[config.mk]
export PLATFORM = sky130hd
export DESIGN_NAME = multi_mode_counter_flat
export DESIGN_NICKNAME = d
export VERILOG_FILES = /design/src/rtl/multi_mode_counter_if.sv /design/src/rtl/multi_mode_counter.sv /design/src/flat_wrapper.sv
export SDC_FILE = /design/constraint.sdc
export NUM_CORES = 1
export LEC_CHECK = 0
export CAP_MARGIN = 20
export CORE_MARGIN = 5
export CORE_UTILIZATION = 45
export CTS_CLUSTER_SIZE = 14
export DETAILED_ROUTE_END_ITERATION = 10
export GPL_TIMING_DRIVEN = 0
export PLACE_DENSITY = 0.78
export RECOVER_POWER = 25
export SYNTH_ARGS = -nofsm -noshare
export SYNTH_HDL_FRONTEND = slang
export SYNTH_SLANG_ARGS = --single-unit
[constraint.sdc]
create_clock -name clk -period 2.01 [get_ports clk]
set_input_delay 0.402 -clock clk [delete_from_list [all_inputs] [get_ports clk]]
set_output_delay 0.402 -clock clk [all_outputs]
set_load 0.01 [all_outputs]
[src/rtl/multi_mode_counter_if.sv]
// rtl/multi_mode_counter_if.sv - control and status bundle for the multi-mode counter
interface multi_mode_counter_if #(
    parameter int WIDTH = 4
);
    logic             en;
    logic [1:0]       mode;
    logic             load;
    logic [WIDTH-1:0] load_val;
    logic             clr_wrap;
    logic [WIDTH-1:0] count;
    logic             tc;
    logic [7:0]       wrap_cnt;

    modport master (
        output en, mode, load, load_val, clr_wrap,
        input  count, tc, wrap_cnt
    );

    modport slave (
        input  en, mode, load, load_val, clr_wrap,
        output count, tc, wrap_cnt
    );
endinterface

[src/rtl/multi_mode_counter.sv]
// rtl/multi_mode_counter.sv - binary up/down, Gray and LFSR counter with wrap pulse and wrap tally
module multi_mode_counter #(
    parameter int               WIDTH     = 4,
    parameter int               MAX_VAL   = 2**WIDTH - 1,
    parameter logic [WIDTH-1:0] LFSR_TAPS = WIDTH'(4'b1100)
) (
    input  logic                clk,
    input  logic                rst_n,
    multi_mode_counter_if.slave bus
);

    localparam logic [1:0] MODE_BIN_UP   = 2'b00;
    localparam logic [1:0] MODE_BIN_DOWN = 2'b01;
    localparam logic [1:0] MODE_GRAY     = 2'b10;
    localparam logic [1:0] MODE_LFSR     = 2'b11;

    localparam logic [WIDTH-1:0] MAX_S = WIDTH'(MAX_VAL);
    localparam logic [WIDTH-1:0] ONE_S = WIDTH'(1);
    localparam logic [7:0]       WRAP_SAT = 8'hFF;

    if (WIDTH < 2 || WIDTH > 16) begin : g_bad_width
        $error("multi_mode_counter: WIDTH must be within 2..16");
    end
    if (MAX_VAL < 1 || MAX_VAL > 2**WIDTH - 1) begin : g_bad_max_val
        $error("multi_mode_counter: MAX_VAL must be within 1..2**WIDTH-1");
    end

    logic [WIDTH-1:0] s;
    logic [WIDTH-1:0] count_q;
    logic             tc_q;
    logic [7:0]       wrap_q;

    logic [WIDTH-1:0] step_s;
    logic             step_tc;
    logic             lfsr_fb;
    logic [WIDTH-1:0] load_s;
    logic [WIDTH-1:0] s_nxt;
    logic             tc_nxt;
    logic             advance;
    logic [WIDTH-1:0] count_nxt;
    logic [7:0]       wrap_nxt;

    // One step of the current mode's sequence, starting from whatever s holds
    always_comb begin
        step_s  = s;
        step_tc = 1'b0;
        lfsr_fb = ^(s & LFSR_TAPS);
        case (bus.mode)
            MODE_BIN_UP, MODE_GRAY: begin
                if (s >= MAX_S) begin
                    step_s  = '0;
                    step_tc = 1'b1;
                end else begin
                    step_s = s + ONE_S;
                end
            end
            MODE_BIN_DOWN: begin
                if (s == '0) begin
                    step_s  = MAX_S;
                    step_tc = 1'b1;
                end else if (s > MAX_S) begin
                    step_s = MAX_S;
                end else begin
                    step_s = s - ONE_S;
                end
            end
            default: begin
                // All-zero is the LFSR lock-up state; escape to 1 and flag it as a wrap
                if (s == '0) begin
                    step_s  = ONE_S;
                    step_tc = 1'b1;
                end else begin
                    step_s  = {s[WIDTH-2:0], lfsr_fb};
                    step_tc = ({s[WIDTH-2:0], lfsr_fb} == ONE_S);
                end
            end
        endcase
    end

    always_comb begin
        load_s = bus.load_val;
        if (bus.mode == MODE_LFSR) begin
            if (bus.load_val == '0) begin
                load_s = ONE_S;
            end
        end else if (bus.load_val > MAX_S) begin
            load_s = MAX_S;
        end
    end

    always_comb begin
        s_nxt   = s;
        tc_nxt  = 1'b0;
        advance = 1'b0;
        if (bus.load) begin
            s_nxt   = load_s;
            advance = 1'b1;
        end else if (bus.en) begin
            s_nxt   = step_s;
            tc_nxt  = step_tc;
            advance = 1'b1;
        end
    end

    // count is re-encoded only when s moves, so a mode change during hold leaves it alone
    always_comb begin
        count_nxt = count_q;
        if (advance) begin
            count_nxt = (bus.mode == MODE_GRAY) ? (s_nxt ^ (s_nxt >> 1)) : s_nxt;
        end
    end

    always_comb begin
        wrap_nxt = wrap_q;
        if (bus.clr_wrap) begin
            wrap_nxt = '0;
        end else if (tc_nxt && wrap_q != WRAP_SAT) begin
            wrap_nxt = wrap_q + 8'd1;
        end
    end

    always_ff @(posedge clk or negedge rst_n) begin
        if (!rst_n) begin
            s       <= '0;
            count_q <= '0;
            tc_q    <= 1'b0;
            wrap_q  <= '0;
        end else begin
            s       <= s_nxt;
            count_q <= count_nxt;
            tc_q    <= tc_nxt;
            wrap_q  <= wrap_nxt;
        end
    end

    assign bus.count    = count_q;
    assign bus.tc       = tc_q;
    assign bus.wrap_cnt = wrap_q;

endmodule

[src/flat_wrapper.sv]
// flat-port wrapper written by rule: the top's interface ports become plain ports
module multi_mode_counter_flat 
#(
    parameter int               WIDTH     = 4,
    parameter int               MAX_VAL   = 2**WIDTH - 1,
    parameter logic [WIDTH-1:0] LFSR_TAPS = WIDTH'(4'b1100)
)
  (clk, rst_n, bus_en, bus_mode, bus_load, bus_load_val, bus_clr_wrap, bus_count, bus_tc, bus_wrap_cnt);
  multi_mode_counter_if #(.WIDTH(WIDTH)) bus_i ();
  input  logic clk;
  input  logic rst_n;
  input wire logic [$bits(bus_i.en)-1:0] bus_en;
  input wire logic [$bits(bus_i.mode)-1:0] bus_mode;
  input wire logic [$bits(bus_i.load)-1:0] bus_load;
  input wire logic [$bits(bus_i.load_val)-1:0] bus_load_val;
  input wire logic [$bits(bus_i.clr_wrap)-1:0] bus_clr_wrap;
  output wire logic [$bits(bus_i.count)-1:0] bus_count;
  output wire logic [$bits(bus_i.tc)-1:0] bus_tc;
  output wire logic [$bits(bus_i.wrap_cnt)-1:0] bus_wrap_cnt;
  assign bus_i.en = bus_en;
  assign bus_i.mode = bus_mode;
  assign bus_i.load = bus_load;
  assign bus_i.load_val = bus_load_val;
  assign bus_i.clr_wrap = bus_clr_wrap;
  assign bus_count = bus_i.count;
  assign bus_tc = bus_i.tc;
  assign bus_wrap_cnt = bus_i.wrap_cnt;
  multi_mode_counter #(.WIDTH(WIDTH), .MAX_VAL(MAX_VAL), .LFSR_TAPS(LFSR_TAPS)) u_core (.clk(clk), .rst_n(rst_n), .bus(bus_i));
endmodule
# After elaboration in Yosys (flattened, before gate mapping)
# Cells that the tools add are included.
# op_classes
n_addsub	3
n_lt_le_gt_ge	3
eq_ne	5
mux	21
bitwise	1
reduce_logical	7
# op_table
cell	n
$mux 4	10
$mux 8	2
$add 8x1->8 const B	1
$gt 4x4->1 const B	2
$logic_not 4->1	2
$ne 8x8->1 const B	1
$pmux 4 s2	1
$mux 1	7
$add 4x1->4 const B	1
$eq 2x2->1 const B	2
$eq 4x1->1 const B	1
$ge 4x4->1 const B	1
$reduce_xor 4->1	1
$sub 4x1->4 const B	1
$xor 4x3->4	1
$eq 2x1->1 const B	1
$logic_not 2->1	1
$pmux 1 s2	1
$reduce_bool 2->1	1
$reduce_or 2->1	1
$logic_and 1x1->1	1
# totals
reg_bits	17
inputBits	11

# Logic depth before layout (Yosys ltp)
# Gate-level depths: netlist (run 1).
# depth
word_depth	9
mapped_depth	9
mapped_depth_nobuf	7

# Worst setup path before layout (run 1)
# OpenSTA, ideal clock, no wires.
# synth_path
path_kind	reg2reg
start	register u_core.s[0]
end	register u_core.count_q[2], in the netlist u_core.bus.count[2]
setup_ps	87
t_arrival_ps	1861
required_ps	1923
setup_slack_ps	62
path_stages_with_launch	7
n_path_buf	1
period_less_slack_ps	1948
cell_sequence	dfrtp_1 -> buf_6 -> or4_1 -> a311oi_1 -> a2111oi_1 -> o311a_1 -> a211oi_2
# synth_via
elab_chain_len	8
# synth_rtl
item	line	source
from (decl)	multi_mode_counter.sv:28	logic [WIDTH-1:0] s;
from (signal assigned)	multi_mode_counter.sv:129	s <= s_nxt;
$sub 4x1->4 or $gt 4x4->1 (tied branches)	multi_mode_counter.sv:64, multi_mode_counter.sv:61	
$mux 4	multi_mode_counter.sv:61	end else if (s > MAX_S) begin
$mux 4	multi_mode_counter.sv:58	if (s == '0) begin
$pmux 4 s2 (*)	multi_mode_counter.sv:48	case (bus.mode)
$mux 4 (*)	multi_mode_counter.sv:98	end else if (bus.en) begin
$mux 4 (*)	multi_mode_counter.sv:95	if (bus.load) begin
$xor 4x3->4	multi_mode_counter.sv:109	count_nxt = (bus.mode == MODE_GRAY) ? (s_nxt ^ (s_nxt >> 1)) : s_nxt;
$mux 4 (*)	multi_mode_counter.sv:109	
to (signal assigned)	multi_mode_counter.sv:130	count_q <= count_nxt;
to (decl)	multi_mode_counter.sv:29	logic [WIDTH-1:0] count_q;
# Mark *: on every way between the ends. The rest lies on a longest branch, timed or not.
# A chain may end at the register's enable or synchronous reset.

# Worst setup path after layout (run 1)
# layout_path
start	register u_core.s[2]
end	register u_core.wrap_q[6], in the netlist u_core.bus.wrap_cnt[6]
# layout_via
elab_chain_len	8
# layout_rtl
item	line	source
$reduce_xor 4->1	multi_mode_counter.sv:47	lfsr_fb = ^(s & LFSR_TAPS);
$eq 4x1->1	multi_mode_counter.sv:74	step_tc = ({s[WIDTH-2:0], lfsr_fb} == ONE_S);
$mux 1	multi_mode_counter.sv:69	if (s == '0) begin
$pmux 1 s2 (*)	multi_mode_counter.sv:48	
$mux 1 (*)	multi_mode_counter.sv:98	
$mux 1 (*)	multi_mode_counter.sv:95	
$logic_and 1x1->1 (*)	multi_mode_counter.sv:117	end else if (tc_nxt && wrap_q != WRAP_SAT) begin
$reduce_bool 2->1 (no source line) (*)	--	
to (signal assigned)	multi_mode_counter.sv:132	wrap_q <= wrap_nxt;
to (decl)	multi_mode_counter.sv:31	logic [7:0] wrap_q;
# Marks and branches as above.

==> impl_metrics.py, run 1 <==
metrics = {
    "status": {
        "outcome": "complete, but fails checks",
        "violations": "negative setup slack",
    },
    "job": {
        "maxCapViolCount": 0,
    },
    "setup_path": {
        "crit_path_max_fanout": 6,
        "crit_type": "register to register",
        "cp-start-kind": "register",
        "reg2reg_depth": 7,
        "rr_startpoint": "u_core.s[2]",
        "required_ns": 2.24,
        "end_kind": "register",
        "reg2reg_to": "u_core.bus.wrap_cnt[6]",
        "worstPathArrival_ns": 2.29,
        "r2r_slack_ns": -0.05,
    },
    "logic_synthesis": {
        "synth_fp_nets": 149,
        "syn-instance-count": 133,
        "syn_area_mm2": 0.00117,
        "ys_seq_area_share_pct": 36.2,
        "synth_compound_area_share_pct": 23.4,
        "yosys.area_share.adder_pct": 5.32,
        "synth_top_family_by_area": "compound AO/OA/AOI/OAI gates",
        "synth_top_area_share_pct": 36.2,
        "yosysUniqueCellTypes": 42,
        "synthArstFlopShare_pct": 100,
        "yosys_register_bits": 17,
        "synth.mux.area_fraction_pct": 0.852,
        "ys.flop_type": "dfrtp_1",
        "synth_edf_count": 0,
        "yosysWarnings": 0,
        "yosysTopAreaCell": "dfrtp_1",
        "synthXorXnorAreaFrac_pct": 2.98,
        "synth_simple_gate_area_share_pct": 23.2,
        "netlist_top_cells_area": "dfrtp_1, a21oi_1, ha_1, o31ai_1, inv_1",
        "avgSynthCellArea_um2": 8.83,
    },
    "global_route": {
        "track_usage_pct": 18.4,
        "grt_pass1_wl_um": 5130,
        "antenna_found_initial": 0,
        "grt_overflow": 0,
        "grt_pass1_vias": 1162,
        "grt_max_degree": 18,
    },
    "clock_network": {
        "cts_root_buffer": "clkbuf_4",
        "htreeDepth": 1,
        "clkLatencyLatePin_ns": 0.30,
        "cts_num_sinks": 17,
        "cts_made_buffers": 3,
        "clkTransAtPathRegs_ns": 0.11,
        "cts_tree": "built",
        "clock_path_buffers": 2,
        "cts_hold_buf": 0,
    },
    "timing": {
        "min_period_ns": 2.06,
        "setup_tns_ns": -0.0633,
        "max_freq_ghz": 0.486,
        "hold_viol_final": 0,
        "finalCritPeriodShare_pct": 102,
        "worst_pin_slew_ns": 0.767,
        "drv_slew": 0,
        "setup_viol": 2,
        "setup_ws_ns": -0.0496,
        "maxSlewHeadroom_pct": 48.7,
        "skew_ns": 0.00558,
        "grt_setup_unrepaired": "true",
    },
    "finish": {
        "fillers": 197,
        "fin_nets": 186,
        "final_common_cell": "clkdlybuf4s50_1",
        "fin_cells": 199,
        "synthToLayoutAreaGrowth_pct": 40.5,
        "diodes": 0,
        "drive_gt1_share_pct": 24.3,
        "final_cell_mix": "clkdlybuf4s50_1, dfrtp_1, buf_4, a21oi_1, inv_1",
        "fin_util_pct": 66.6,
    },
    "detailed_routing": {
        "viasPerCell": 6.05,
        "drcViolationCount": 0,
        "dr_total_vias": 1204,
        "drtPass1Iterations": 4,
        "drtIter0Drc": 54,
        "wirelength_um": 3270,
        "ant_nets": 0,
        "routedWlPerCell_um": 16.4,
    },
    "power": {
        "pwr_density_cell_mw_per_mm2": 546,
        "power_mw": 0.901,
        "p_leak_nw": 0.669,
        "vdd_drop_max_mv": 0.437,
    },
    "min_path": {
        "hp-start": "bus_clr_wrap",
        "whs_path_depth": 2,
        "hp-class": "primary input to register",
        "holdPathEnd": "u_core.bus.wrap_cnt[1]",
    },
    "die": {
        "dieHeight_um": 61.1,
        "io_pins": 24,
        "die-area_mm2": 0.00373,
        "die_w_um": 61.1,
        "rows": 18,
        "start_util_pct": 47.4,
        "core_mm2": 0.00248,
    },
    "placement": {
        "place_congestion": 0.935,
        "hpwl_um": 2120,
        "place_inst": 185,
        "port_buffers": 22,
        "pre_cts_ws_ns": -0.691,
    },
}
-- flip-flops by register name (all words and copies together), names as in the netlist --
register             flops
u_core.bus.wrap_cnt      8
u_core.bus.count         4
u_core.s                 4
u_core.bus.tc            1
-- cell usage after synthesis (2+ instances only) --
| cell | n |
|---|---|
| a21o_1 | 2 |
| a21oi_1 | 13 |
| a22oi_1 | 2 |
| and2_1 | 2 |
| buf_4 | 2 |
| buf_6 | 3 |
| dfrtp_1 | 17 |
| ha_1 | 5 |
| inv_1 | 10 |
| nand2_1 | 8 |
| nand2b_1 | 2 |
| nand3_1 | 5 |
| nand4_1 | 2 |
| nor2_1 | 7 |
| nor2b_1 | 3 |
| nor3_1 | 3 |
| nor3b_1 | 2 |
| o21ai_0 | 2 |
| o21ai_1 | 4 |
| o31ai_1 | 8 |
| or3_1 | 4 |
| or4_1 | 5 |
| xnor2_1 | 2 |
| xor2_1 | 2 |
-- metrics by stage --
step / hold slack (ns) / area [um2]
final: 0.456 / 1650
after global routing: 0.467 / 1650
after CTS: 0.449 / 1570
after detailed placement: 0.482 / 1430
after global placement: 0.474 / 1430
after floorplan: 0.106 / 1170
-- routing by layer --
metal / track usage [%] / vias up / wire, um
li1: - / 554 / -
met1: 23.3 / 591 / 1330
met2: 31.0 / 52 / 1670
met3: 4.19 / 7 / 217
met4: 6.19 / 0 / 44
met5: 0 / - / 0
-- final cells by class --
cell class	instances	area [um2]	area share [%]
timing repair buffer	32	293	17.7
inverter	10	37.5	2.27
tap	30	37.5	2.27
sequential	17	428	25.9
clock buffer	3	22.5	1.36
buffer	7	66.3	4.02
multi-input combinational	99	761	46.1
clock inverter	1	5.00	0.303
-- critical path: stages, from the launching register on --
cell and delay (ns):
dfrtp_1 0.42, buf_6 0.13, or3_4 0.37, o211ai_2 0.21, nand3_2 0.12, buf_6 0.15
or4_4 0.42, a21oi_2 0.16
-- kinds of logic (layout without fill, tap and decap cells) --
logic type | Yosys count | count (layout)
AOI/OAI and AO/OA | 41 | 41
adders and majority gates | 5 | 5
DFF | 17 | 17
xor gates and xnor gates | 4 | 4
muxes | 1 | 1
buffers and inverters | 17 | 53
and+or+nand+nor | 48 | 48
-- repair_timing --
action                                  in CTS  in global routing
buffers inserted                             6                  4
pin swaps                                    6                  5
resized for setup                           14                 12
endpoints found under the setup margin       9                  9
-- power breakdown --
group,leakage [nW],switching (mW),internal (mW),total (mW)
Sequential,0.219,0.0261,0.368,0.394
Clock,0.0177,0.119,0.0742,0.193
Combinational,0.433,0.158,0.156,0.314
Total,0.669,0.303,0.598,0.901
-- how the worst max path moves through the flow --
| stage | start | end | slack (ns) |
|---|---|---|---|
| finish | u_core.s[2] | u_core.bus.wrap_cnt[6] | -0.05 |
| global route | u_core.s[2] | u_core.bus.wrap_cnt[6] | -0.12 |
| CTS | u_core.s[2] | u_core.bus.wrap_cnt[6] | 0.00001 |
| detailed placement | bus_mode[0] | u_core.bus.wrap_cnt[6] | -0.69 |
| global placement | bus_mode[0] | u_core.bus.wrap_cnt[6] | -0.60 |
| floorplan | u_core.s[0] | u_core.bus.count[2] | 0.06 |
Power figures use the tool's default switching activity.
==> run 2, diff against run 1 <==
- CORE_MARGIN: 5 -> default
==> impl_metrics.py, run 2 (synthesized netlist as in run 1, its figures left out) <==
metrics = {
    "timing": {
        "grt_setup_unrepaired": "true",
        "setup_viol": 2,
        "hold_viol_final": 0,
        "finalCritPeriodShare_pct": 103,
        "maxSlewHeadroom_pct": 51.1,
        "drv_slew": 0,
        "max_freq_ghz": 0.482,
        "skew_ns": 0.00280,
        "setup_ws_ns": -0.0648,
        "whs_ns": 0.476,
        "min_period_ns": 2.07,
        "worst_pin_slew_ns": 0.732,
    },
    "power": {
        "pwr-share-seq_pct": 44.8,
        "switching_share_pct": 32.5,
        "p_leak_nw": 0.648,
        "vdd_drop_max_mv": 0.629,
        "switching_power_mw": 0.285,
        "intPower_mw": 0.592,
        "power_frac_clock_pct": 21.0,
        "p_comb_share_pct": 34.2,
        "pwr_density_cell_mw_per_mm2": 545,
        "power_mw": 0.877,
    },
    "finish": {
        "largest_register_ff_count": 8,
        "fin_nets": 185,
        "synthToLayoutAreaGrowth_pct": 37.0,
        "drive_gt1_share_pct": 22.0,
        "multiInputGateArea_um2": 727,
        "final_cell_mix": "clkdlybuf4s50_1, dfrtp_1, a21oi_1",
        "regArea_um2": 428,
        "fillers": 210,
        "diodes": 0,
        "final_common_cell": "clkdlybuf4s50_1",
    },
    "setup_path": {
        "slowest_stage": "dfrtp_1",
        "path_cells": "buf_6 > or3_4 > o211ai_2 > nand3_2 > buf_6 > or4_4 > a21oi_2",
        "reg2reg_to": "u_core.bus.wrap_cnt[6]",
        "cp-start-kind": "register",
        "r2r_slack_ns": -0.06,
        "crit_path_max_fanout": 5,
        "rr_startpoint": "u_core.s[2]",
        "cpPeakStageDelay_ns": 0.43,
        "reg2reg_depth": 7,
        "required_ns": 2.23,
        "end_kind": "register",
        "crit_top_cell": "buf_6",
        "worstPathArrival_ns": 2.30,
        "crit_type": "register to register",
    },
    "clock_network": {
        "cts_root_buffer": "clkbuf_4",
        "cts_made_buffers": 3,
        "htreeDepth": 1,
        "cts_num_sinks": 17,
        "cts_tree": "built",
        "clkTransAtPathRegs_ns": 0.10,
        "clkLatencyLatePin_ns": 0.29,
        "clock_path_buffers": 2,
    },
    "detailed_routing": {
        "drtPass1Iterations": 4,
        "wirelength_um": 2940,
        "viasPerCell": 5.85,
        "dr_total_vias": 1158,
        "ant_nets": 0,
        "routedWlPerCell_um": 14.8,
        "drtIter0Drc": 18,
        "drcViolationCount": 0,
    },
    "die": {
        "dieHeight_um": 53.1,
        "io_pins": 24,
        "die_w_um": 53.1,
        "die-area_mm2": 0.00282,
        "core_mm2": 0.00248,
        "start_util_pct": 47.4,
        "rows": 18,
    },
    "min_path": {
        "whs_path_depth": 2,
        "holdPathEnd": "u_core.bus.wrap_cnt[2]",
        "hp-start": "bus_clr_wrap",
        "hp-class": "primary input to register",
    },
    "status": {
        "violations": "negative setup slack",
        "outcome": "complete, but fails checks",
    },
    "global_route": {
        "grt_max_degree": 18,
        "track_usage_pct": 22.4,
        "grt_overflow": 0,
        "grt_pass1_wl_um": 4550,
        "grt_pass1_vias": 1064,
        "antenna_found_initial": 0,
    },
    "job": {
        "maxCapViolCount": 0,
    },
    "placement": {
        "port_buffers": 22,
        "hpwl_um": 1930,
        "place_congestion": 0.886,
    },
}
==> run 2: cell type report <==
type                       instances  share of cell area, %
timing repair buffer              31                   17.6
clock inverter                     1                  0.467
clock buffer                       3                   1.40
inverter                          10                   2.33
multi-input combinational         99                   45.2
buffer                             7                   4.12
sequential                        17                   26.6
tap                               30                   2.33
==> run 2: worst max-delay path: cells and delay by family (launching register included) <==
family / cells / cell delay, ns
buffers and inverters: 2 / 0.29
AND/OR/NAND/NOR: 3 / 0.93
flip-flops: 1 / 0.43
AO/OA/AOI/OAI: 2 / 0.37
==> run 2: stage by stage <==
step | setup WS [ns] | cell area [um2] | utilization [%] | instances | TNS [ns]
after global placement | -0.562 | 1430 | 57.8 | 185 | -4.67
final | -0.0648 | 1610 | 64.9 | 198 | -0.0876
after global routing | -0.138 | 1610 | 64.9 | 198 | -0.499
after detailed placement | -0.643 | 1430 | 57.8 | 185 | -5.53
after CTS | 0.00820 | 1540 | 62.2 | 194 | 0
after floorplan | 0.0618 | 1170 | - | 133 | 0
==> run 2: worst max path at each step <==
stage	startpoint	to	cells after the start
after floorplan	u_core.s[0]	u_core.bus.count[2]	6
after global routing	u_core.s[2]	u_core.bus.wrap_cnt[6]	7
after detailed placement	bus_mode[0]	u_core.bus.wrap_cnt[6]	8
after global placement	bus_mode[0]	u_core.bus.wrap_cnt[6]	8
final	u_core.s[2]	u_core.bus.wrap_cnt[6]	7
after CTS	u_core.s[0]	u_core.bus.count[2]	6
==> run 2: power groups by stage <==
stage / Combinational (mW) / Clock, mW / Sequential, mW
5_1_grt: 0.324 / 0.209 / 0.396
3_3_place_gp: 0.239 / 0 / 0.395
2_1_floorplan: 0.149 / 0 / 0.400
3_5_place_dp: 0.245 / 0 / 0.397
4_1_cts: 0.273 / 0.192 / 0.391
6_report: 0.300 / 0.184 / 0.393
==> run 2: routing by layer <==
layer	vias up	routed length [um]	GRT usage (%)
met1	561	1330	27.9
met4	0	35	7.89
li1	563	-	-
met5	-	0	0
met2	27	1430	36.7
met3	7	135	6.32
==> run 2: what timing repair did <==
action,in CTS,in global routing
hold buffers,0,0
setup buffers,5,2
endpoints found under the setup margin,10,8
gates cloned,0,2
pin swaps,7,5
resized for setup,8,11
